[src/rtl/booth_pkg.sv]
// Shared types and constants for the radix-2 Booth multiplier slice.
package booth_pkg;

  typedef enum logic [1:0] {
    IDLE,
    CALC,
    DONE
  } booth_state_t;

  localparam int WIDTH_M_DEF = 16;

  // Booth recoding of the pair {Q[0], q_1}
  localparam logic [1:0] BOOTH_NOP = 2'b00;
  localparam logic [1:0] BOOTH_ADD = 2'b01;
  localparam logic [1:0] BOOTH_SUB = 2'b10;

  function automatic logic [1:0] boothOp(input logic qLsb, input logic qPrev);
    logic [1:0] op;
    case ({qLsb, qPrev})
      2'b01:   op = BOOTH_ADD;
      2'b10:   op = BOOTH_SUB;
      default: op = BOOTH_NOP;
    endcase
    return op;
  endfunction

endpackage

[src/rtl/booth_step.sv]
// One combinational radix-2 Booth iteration: conditional add/sub of M into A,
// then an arithmetic right shift of the {A, Q, q_1} triple.
import booth_pkg::*;

module booth_step #(
  parameter int WIDTH_M = WIDTH_M_DEF
) (
  input  logic [WIDTH_M:0]   i_a,
  input  logic [WIDTH_M-1:0] i_q,
  input  logic               i_q1,
  input  logic [WIDTH_M:0]   i_m,
  output logic [WIDTH_M:0]   o_a,
  output logic [WIDTH_M-1:0] o_q,
  output logic               o_q1
);

  logic [1:0]       w_op;
  logic [WIDTH_M:0] w_sum;

  // Select the partial-product update; A is one bit wider than the operands so
  // adding or subtracting the most negative multiplicand never overflows.
  always_comb begin
    w_op  = boothOp(i_q[0], i_q1);
    w_sum = i_a;
    case (w_op)
      BOOTH_ADD: w_sum = i_a + i_m;
      BOOTH_SUB: w_sum = i_a - i_m;
      default:   w_sum = i_a;
    endcase
  end

  // Arithmetic shift right of {A', Q, q_1}, replicating the sign of A'
  always_comb begin
    o_a  = {w_sum[WIDTH_M], w_sum[WIDTH_M:1]};
    o_q  = {w_sum[0], i_q[WIDTH_M-1:1]};
    o_q1 = i_q[0];
  end

endmodule

[src/rtl/booth_mult_core.sv]
// Sequential radix-2 Booth multiplier: accepts operands on start/ready, runs
// one Booth step per clock and presents the product with a one-cycle en_fp.
import booth_pkg::*;

module booth_mult_core #(
  parameter int WIDTH_M  = WIDTH_M_DEF,
  parameter int WIDTH_FP = 2 * WIDTH_M
) (
  input  logic                clk,
  input  logic                reset,
  input  logic                start,
  input  logic [WIDTH_M-1:0]  multiplicand,
  input  logic [WIDTH_M-1:0]  multiplier,
  output logic                ready,
  output logic [WIDTH_FP-1:0] product,
  output logic                en_fp
);

  localparam int CW = $clog2(WIDTH_M) + 1;

  booth_state_t        r_state;
  logic [WIDTH_M:0]    r_accA;
  logic [WIDTH_M-1:0]  r_q;
  logic                r_q1;
  logic [WIDTH_M:0]    r_m;
  logic [CW-1:0]       r_count;
  logic [WIDTH_FP-1:0] r_product;
  logic                r_enFp;
  logic                r_ready;

  logic [WIDTH_M:0]    w_nextA;
  logic [WIDTH_M-1:0]  w_nextQ;
  logic                w_nextQ1;

  booth_step #(
    .WIDTH_M (WIDTH_M)
  ) u_step (
    .i_a  (r_accA),
    .i_q  (r_q),
    .i_q1 (r_q1),
    .i_m  (r_m),
    .o_a  (w_nextA),
    .o_q  (w_nextQ),
    .o_q1 (w_nextQ1)
  );

  // Control FSM and datapath registers; outputs are registered so en_fp is a
  // clean single-cycle strobe and product holds between results.
  always_ff @(posedge clk) begin
    if (reset) begin
      r_state   <= IDLE;
      r_accA    <= '0;
      r_q       <= '0;
      r_q1      <= 1'b0;
      r_m       <= '0;
      r_count   <= '0;
      r_product <= '0;
      r_enFp    <= 1'b0;
      r_ready   <= 1'b1;
    end else begin
      r_enFp <= 1'b0;
      case (r_state)
        IDLE: begin
          if (start) begin
            r_m     <= {multiplicand[WIDTH_M-1], multiplicand};
            r_q     <= multiplier;
            r_accA  <= '0;
            r_q1    <= 1'b0;
            r_count <= CW'(WIDTH_M);
            r_ready <= 1'b0;
            r_state <= CALC;
          end
        end
        CALC: begin
          r_accA  <= w_nextA;
          r_q     <= w_nextQ;
          r_q1    <= w_nextQ1;
          r_count <= r_count - CW'(1);
          if (r_count == CW'(1)) begin
            r_state <= DONE;
          end
        end
        DONE: begin
          r_product <= WIDTH_FP'({r_accA[WIDTH_M-1:0], r_q});
          r_enFp    <= 1'b1;
          r_ready   <= 1'b1;
          r_state   <= IDLE;
        end
        default: begin
          r_state <= IDLE;
          r_ready <= 1'b1;
        end
      endcase
    end
  end

  assign ready   = r_ready;
  assign product = r_product;
  assign en_fp   = r_enFp;

endmodule

[config.mk]
export PLATFORM = sky130hd
export DESIGN_NAME = booth_mult_core
export DESIGN_NICKNAME = d
export VERILOG_FILES = /design/src/rtl/booth_pkg.sv /design/src/rtl/booth_step.sv /design/src/rtl/booth_mult_core.sv
export SDC_FILE = /design/constraint.sdc
export NUM_CORES = 1
export LEC_CHECK = 0
export CORE_MARGIN = 8
export CORE_UTILIZATION = 42
export CTS_BUF_LIST = sky130_fd_sc_hd__clkbuf_4 sky130_fd_sc_hd__clkbuf_8
export DETAILED_ROUTE_END_ITERATION = 8
export GPL_TIMING_DRIVEN = 0
export PLACE_DENSITY = 0.68
export SLEW_MARGIN = 10
export SYNTH_ARGS = -nofsm -noshare
export SYNTH_HDL_FRONTEND = slang
export SYNTH_SLANG_ARGS = --single-unit
[constraint.sdc]
create_clock -name clk -period 7.8 [get_ports clk]
set_input_delay 1.56 -clock clk [delete_from_list [all_inputs] [get_ports clk]]
set_output_delay 1.56 -clock clk [all_outputs]
set_load 0.05 [all_outputs]
## After elaboration in Yosys (flattened, before gate mapping)

Cells that the tools add are included.
Widths: inputs -> output; s select.

- Add/subtract/negate cells: 3
- Multipliers: 0
- Div/mod/pow operators: 0
- Magnitude comparators: 0
- Equal/unequal tests: 9
- Shifts and indexed selects: 0
- Muxes and demuxes: 15
- Bitwise gates (word level): 1
- Reductions and logical operators: 6

Operators by type and width:

| operator | number |
|---|---|
| $pmux 17 s2 | 2 |
| $pmux 16 s2 | 1 |
| $add 17x17->17 | 1 |
| $mux 17 | 1 |
| $sub 17x17->17 | 1 |
| $mux 16 | 1 |
| $pmux 5 s2 | 1 |
| $pmux 2 s2 | 2 |
| $reduce_and 2->1 | 4 |
| $eq 2x1->1 const B | 3 |
| $eq 2x2->1 const B | 3 |
| $eq 5x1->1 const B | 1 |
| $mux 5 | 1 |
| $sub 5x1->5 const B | 1 |
| $mux 2 | 2 |
| $ne 2x2->1 const B | 2 |
| $pmux 1 s2 | 2 |
| $logic_not 2->1 | 1 |
| $mux 1 | 2 |
| $reduce_bool 2->1 | 1 |
| $not 1->1 | 1 |

- Register bits: 91
- Latch bits: 0
- Bits in writable memories: 0
- ROM bits: 0
- Input bits: 35
- Output and inout bits: 34
- Word-level logic and storage cells: 43
- Memories: 0

## Depth between registers and ports, before layout

Gate-level depths: netlist of run 1.

- Word-level depth: 5
- Depth in mapped cells: 14
- Depth with buffers taken out: 14

## Modules after synthesis

From an unflattened synthesis of run 1, not the netlist that was laid out.

- Cells, all modules: 609
- Area, all modules: 4929.7 sq um

By module, submodules not included:

| module | instances | cells each | area an instance (sq um) | seq. area each (sq um) |
|---|---|---|---|---|
| booth_mult_core | 1 | 382 | 3402.0 | 1821.7 |
| booth_step | 1 | 227 | 1527.7 | 0.0 |

## Least setup slack after synthesis of run 1

Ideal clock, no wire load.

- Kind: input -> register
- Start: input port start
- End: register r_accA[7]
- Library setup time: 136 ps
- Data arrival time: 2712 ps
- Data required time: 7664 ps
- Slack: 4952 ps
- Stages on the path: 7
- Buffers on the path: 3
- Cells stage by stage: clkbuf_1 -> nand2b_1 -> or2_1 -> clkbuf_1 -> clkbuf_1 -> a31oi_1 -> o32ai_1

- Cells in the longest elaborated chain, start to end: 2

RTL lines:

| what | RTL line | source |
|---|---|---|
| start, declared | booth_mult_core.sv:11 | `input logic start,` |
| $ne 2x2->1 (no source line) | -- |  |
| $reduce_and 2->1 (no source line) | -- |  |
| end signal, assigned | booth_mult_core.sv:75 | `r_accA <= w_nextA;` |
| end, declared | booth_mult_core.sv:22 | `logic [WIDTH_M:0] r_accA;` |

Every way passes these cells.
A chain may end at the register's enable or synchronous reset.

## Final worst setup path of run 1

- Start: register r_m[0]
- End: register r_accA[14]

- Cells in the longest elaborated chain, start to end: 3
- Elaborated cells between the ends (all ways): 4
- Classes of those cells: add/sub (2); mux (2)

RTL lines:

| what | RTL line | source |
|---|---|---|
| start, declared | booth_mult_core.sv:25 | `logic [WIDTH_M:0] r_m;` |
| start signal, assigned | booth_mult_core.sv:65 | `r_m <= {multiplicand[WIDTH_M-1], multiplicand};` |
| $sub 17x17->17 / $add 17x17->17 (equally long branches) | booth_step.sv:27, booth_step.sv:26 |  |
| $pmux 17 s2 * | booth_step.sv:25 | `case (w_op)` |
| $pmux 17 s2 * | booth_mult_core.sv:62 | `case (r_state)` |

Every way passes the cells marked *; elsewhere a longest branch is shown, timed or not.

==> results of run 1 <==
## power groups by stage
stage / sequential [uW] / combinational [uW] / clock, uW
final: 509 / 335 / 355
after CTS: 509 / 334 / 360
after detailed placement: 519 / 332 / 0
after global routing: 513 / 376 / 379
after floorplan: 515 / 247 / 0
after global placement: 518 / 327 / 0
## state kept, by name, summed over array words and instances, names as in the netlist
| name | count |
|---|---|
| product | 32 |
| r_accA | 16 |
| r_m | 16 |
| r_q | 16 |
| r_count | 5 |
| r_state | 2 |
| en_fp | 1 |
| r_q1 | 1 |
| ready | 1 |
## through the flow
stage	util	cells	hold slack [ns]	worst slack (ns)	area [sq um]
global placement	0.510	836	0.443	4.53	5550
floorplan	-	629	0.435	4.95	4710
CTS	0.529	851	0.460	4.50	5760
finish	0.529	851	0.455	4.49	5760
global route	0.529	851	0.480	4.10	5760
detailed placement	0.510	836	0.447	4.51	5550
## layout by cell type, fill, tap and decap left out, drive strengths merged, types with 9 or more instances in the layout
cell type      instances
a21oi                 96
a31oi                 10
clkbuf                49
clkdlybuf4s50         67
dfxtp                 90
ha                    20
inv                   12
nand2                121
nand3                  9
nor2                  71
nor2b                 18
nor3                  25
o21ai                 14
xnor2                 21
## worst max-delay path: cells and delay by family (launching register included)
family / cells / cell delay [ns]
AND/OR/NAND/NOR: 5 / 1.31
adder cells (fa/ha/maj): 2 / 0.53
AO/OA/AOI/OAI: 3 / 0.52
XOR/XNOR: 2 / 0.42
flip-flops: 1 / 0.36
buffers and inverters: 1 / 0.07
## final timing paths
path	from	cells after the start	slack [ns]	end
worst max register to register	r_m[0]	13	4.49	r_accA[14]
worst min-delay path	product[8]	2	0.45	product[8]
worst min register to register	product[8]	2	0.45	product[8]
worst max-delay path	r_m[0]	13	4.49	r_accA[14]
## cell type report
class,instances,area (sq um)
fillers,1069,5120
repair buffers,67,671
clock buffers,10,131
plain buffers,42,183
clock inverters,5,80.1
well taps,140,175
inverters,12,45.0
multi-input cells,485,2680
flip-flops and latches,90,1800
## cells by family after synthesis
group                    Yosys count
XOR/XNOR                          29
multiplexers                       2
AND/OR/NAND/NOR                  277
adder cells (fa/ha/maj)           21
buffers and inverters             54
AO/OA/AOI/OAI                    156
flip-flops                        90
## per-layer routing
layer  up-vias  routed length, um  global-route usage
li1       2320                  -                   -
met1      2104               6020               0.226
met2        91               6050               0.296
met3        22                598              0.0324
met4         0                282              0.0717
met5         -                  0                   0
==> impl_results.md, run 1 <==
- CTS Buf Count: 9
- Cts repair resizes: 0
- Core Box Area: 10900 sq um
- Clock H-tree levels: 3
- Synth area leaders: dfxtp_1 (38%), a21oi_1 (10%), nand2_1 (9.6%)
- Slew Limit Fails: 0
- Final min period: 3.31 ns
- Max VDD drop: 118 uV
- Comb pwr share: 0.280
- Initial antenna violation count: 0
- Synth unique cells: 55
- Antenna-violating nets left: 0
- Most frequent cell after synthesis: nand2_1
- Synthesis-to-layout area growth: 22.5%
- Crit path required time: 8.05 ns
- Synth Area in XOR/XNOR: 0.0540
- Final nets: 763
- Boundary Pins: 69
- Setup Buffers After CTS: 0
- Syn. warnings: 0
- Syn nets: 685
- Die Area: 14800 sq um
- Clock share of power: 0.296
- Port buffer count: 67
- CTS Buffer Depth: 2
- First-pass GRT wire length: 21700 um
- Clk root buf: clkbuf_8
- Worst Tran Pin Value: 0.790 ns
- Later-pin clock latency in the skew report: 0.37 ns
- Starting Density: 0.432
- Status: complete, no violations
- Int Pwr: 806 uW
- Area leader, netlist: dfxtp_1
- Sw frac: 0.328
- Fin Setup TNS: 0 ns
- Post-synthesis cell count: 629
- Sequential share of power: 0.425
- Cell leakage power: 0.00209 uW
- Clk_skew: 0.0177 ns
- Total routing usage reported by global routing: 0.179
- Diode count: 0
- CP max FO: 6
- Period utilisation layout: 0.424
- Layout cells sized above 1: 0.0380
- CP max stage delay: 0.56 ns
- Crit start category: flop
- Simple-Gate Fraction of Synth Area: 0.263
- Post-synth top flop: dfxtp_1
- Hold Buf Count CTS: 0
- Slowest-stage cell, CP: nor4b_1
- Vias in the first global route: 4411
- Post-synthesis mux area share: 0.00452
- Post-Synthesis Cell Area: 4710 sq um
- Mean Syn Cell Area: 7.48 sq um
- Synth top cells by count: nand2_1 (120), a21oi_1 (96), dfxtp_1 (90), nor2_1 (71), clkbuf_1 (38)
- Vias per inst: 5.33
- Routed len/inst: 15.2 um
- Post-synth ARST share: 0
- Slew Limit Headroom: 0.471
- Fmax: 0.302 GHz
- Cells along the critical path: inv_1 > ha_1 > nor4b_1 > nand2_2 > nor4_1 > nor2_1 > xnor2_1 > ha_1 > and3_2 > a311oi_1 > o21ai_0 > xnor2_1 > o22ai_1
- Die Wd: 122 um
- Setup Viol. Count Final: 0
- RSZ-0062 raised after global routing: no
- Residual DRC: 0
- Crit Path Category: reg -> reg
- Pwr Density: 208 nW/um^2
- DR iter-0 viols: 332
- Synth Register Bits: 90
- Type of the tightest min-delay check: reg -> reg
- HPWL Detailed: 10000 um
- Via count: 4537
- Synth Area in Compound Gates: 0.190
- Worst path arrival time: 3.55 ns
- Die extent in y: 122 um
- CTS Sinks: 90
- Largest net degree at the start of global routing: 15
- Gr ovfl total: 0
- Synth top area share: 0.383
- # rows: 38
- P_sw: 393 uW
- Routability cong.: 0.857
- Sequential area share after synthesis: 0.383
- DRT Pass-1 Iters: 4
- Synth Area in Adders: 0.0574
- Final Hold Violating Endpoints: 0
- Crit. End Element: flop
- Final wirelength: 13000 um
- Clock-pin slew on the worst setup and hold paths: 0.10 ns
- Total power: 1200 uW
- CTS tree: built
- EDFF count, synth: 0
- Largest family of logic cells by synthesized area: simple AND/OR/NAND/NOR gates
- Max Cap Violations: 0
Note: power is estimated with default switching activity, not from simulation.
==> run 2, diff against run 1 <==
Clock period 7.8 ns to 3.1 ns, I/O delays scaled along.
==> impl_results.md, run 2 (synthesis results as in run 1) <==
- DRT Pass-1 Iters: 7 (was 4)
- Die Wd: 122 um (unchanged)
- Hold Buf Count CTS: 0 (unchanged)
- Total routing usage reported by global routing: 0.179 (unchanged)
- Worst Tran Pin Value: 0.772 ns (was 0.790 ns)
- Starting Density: 0.432 (unchanged)
- Clk_skew: 0.0182 ns (was 0.0177 ns)
- Max reg flops: 32 (unchanged)
- Largest net degree at the start of global routing: 15 (unchanged)
- Initial antenna violation count: 0 (unchanged)
- Antenna-violating nets left: 0 (unchanged)
- Final nets: 766 (was 763)
- Crit Path Category: reg -> reg (unchanged)
- Setup Viol. Count Final: 0 (unchanged)
- Port buffer count: 67 (unchanged)
- Post-route cell area: 5870 sq um (was 5760 sq um)
- Flop-to-flop setup slack: 0.15 ns (was 4.49 ns)
- Final Hold Violating Endpoints: 0 (unchanged)
- CTS Buffer Depth: 2 (unchanged)
- Die extent in y: 122 um (unchanged)
- Crit start category: flop (unchanged)
- Layout cells sized above 1: 0.0658 (was 0.0380)
- CTS Sinks: 90 (unchanged)
- Period utilisation layout: 0.950 (was 0.424)
- CP max FO: 10 (was 6)
- Cell leakage power: 0.00212 uW (was 0.00209 uW)
- Post-DP Area: 5550 sq um (unchanged)
- Fin Setup TNS: 0 ns (unchanged)
- Gr ovfl total: 0 (unchanged)
- First-pass GRT wire length: 21700 um (unchanged)
- Clk root buf: clkbuf_8 (unchanged)
- Synthesis-to-layout area growth: 24.8% (was 22.5%)
- Max Cap Violations: 0 (unchanged)
- Clock H-tree levels: 3 (unchanged)
- Delay-heaviest family, CP: simple AND/OR/NAND/NOR gates (unchanged)
- Fmax: 0.339 GHz (was 0.302 GHz)
- Via count: 4538 (was 4537)
- CTS tree: built (unchanged)
- Slew Limit Fails: 0 (unchanged)
- Routability cong.: 0.857 (unchanged)
- Crit. End Element: flop (unchanged)
- Total power: 3060 uW (was 1200 uW)
- Filler cell count: 1064 (was 1069)
- Area used by multi-input combinational logic: 2750 sq um (was 2680 sq um)
- Buf/Inv on CP: 3 (was 1)
- Vias per inst: 5.31 (was 5.33)
- Status: complete, no violations (unchanged)
- Vias in the first global route: 4408 (was 4411)
- Later-pin clock latency in the skew report: 0.37 ns (about the same)
- Core Box Area: 10900 sq um (unchanged)
- CTS Buf Count: 9 (unchanged)
- Core Util, Final: 0.539 (was 0.529)
- DR iter-0 viols: 322 (was 332)
- Sequential cell area: 1810 sq um (was 1800 sq um)
- Crit path required time: 3.40 ns (was 8.05 ns)
- # rows: 38 (unchanged)
- Residual DRC: 0 (unchanged)
- Worst path arrival time: 3.25 ns (was 3.55 ns)
- Commonest non-fill, non-tap cell in the layout: nand2_1 (unchanged)
- CP max stage delay: 0.49 ns (was 0.56 ns)
- HPWL Detailed: 10000 um (unchanged)
- Die Area: 14800 sq um (unchanged)
- Clock-pin slew on the worst setup and hold paths: 0.09 ns (was 0.10 ns)
- Slew Limit Headroom: 0.483 (was 0.471)
- Diode count: 0 (unchanged)
- Pwr Density: 521 nW/um^2 (was 208 nW/um^2)
- Crit-path most repeated cell: ha_1
- Slowest-stage cell, CP: or4_1 (was nor4b_1)
- Final wirelength: 13100 um (was 13000 um)
- Most frequent cells in the layout: nand2_1 (120), a21oi_1 (94), dfxtp_1 (87) (was nand2_1 (120), a21oi_1 (96), dfxtp_1 (90))
- Routed len/inst: 15.3 um (was 15.2 um)
- Final min period: 2.95 ns (was 3.31 ns)
- Max VDD drop: 293 uV (was 118 uV)
- Type of the tightest min-delay check: reg -> reg (unchanged)
- Boundary Pins: 69 (unchanged)
- Cells along the critical path: inv_1 > ha_1 > buf_4 > clkbuf_4 > nor2_1 > xnor2_1 > ha_1 > nand3b_1 > a21oi_1 > nor2b_1 > o31a_1 > or4_1 > nand4b_1 (was inv_1 > ha_1 > nor4b_1 > nand2_2 > nor4_1 > nor2_1 > xnor2_1 > ha_1 > and3_2 > a311oi_1 > o21ai_0 > xnor2_1 > o22ai_1)
==> run 2: final timing paths <==
path,start,to,cells after the start
max,r_q1,r_accA[12],13
min reg2reg,product[8],product[8],2
min,product[8],product[8],2
max reg2reg,r_q1,r_accA[12],13
==> run 2: final cells by class <==
type | count | area share
inverters | 12 | 0.00767
repair buffers | 71 | 0.119
clock inverters | 5 | 0.0136
flip-flops and latches | 90 | 0.307
clock buffers | 10 | 0.0224
multi-input cells | 485 | 0.469
well taps | 140 | 0.0298
plain buffers | 41 | 0.0311
==> run 2: repair_timing <==
item / in CTS / in global routing
resized for setup: 3 / 19
setup buffers: 0 / 4
pin swaps: 0 / 6
endpoints found under the setup margin: 5 / 7
==> run 2: where the power goes <==
part | switching, uW | leakage [uW] | internal [uW]
combinational | 505 | 0.00128 | 380
sequential | 67.2 | 0.000735 | 1220
clock | 431 | 0.000102 | 458
==> run 2: per-layer routing <==
layer  global-route usage  wire (um)
met1                0.226       6040
met4               0.0717        282
met5                    0          0
met2                0.296       6170
met3               0.0324        595
==> run 2: through the flow <==
stage                     setup slack, ns  hold WS [ns]  std cells
after floorplan                     0.337         0.435        629
after global routing              -0.0335         0.480        854
final                               0.154         0.455        854
after global placement             -0.173         0.443        836
after detailed placement           -0.173         0.447        836
after CTS                          0.0471         0.460        851
==> run 2: worst min-delay path: cells and delay by family, from the launching register on <==
kind	cells	cell delay, ns
flip-flops	1	0.32
AND/OR/NAND/NOR	1	0.05
AO/OA/AOI/OAI	1	0.05
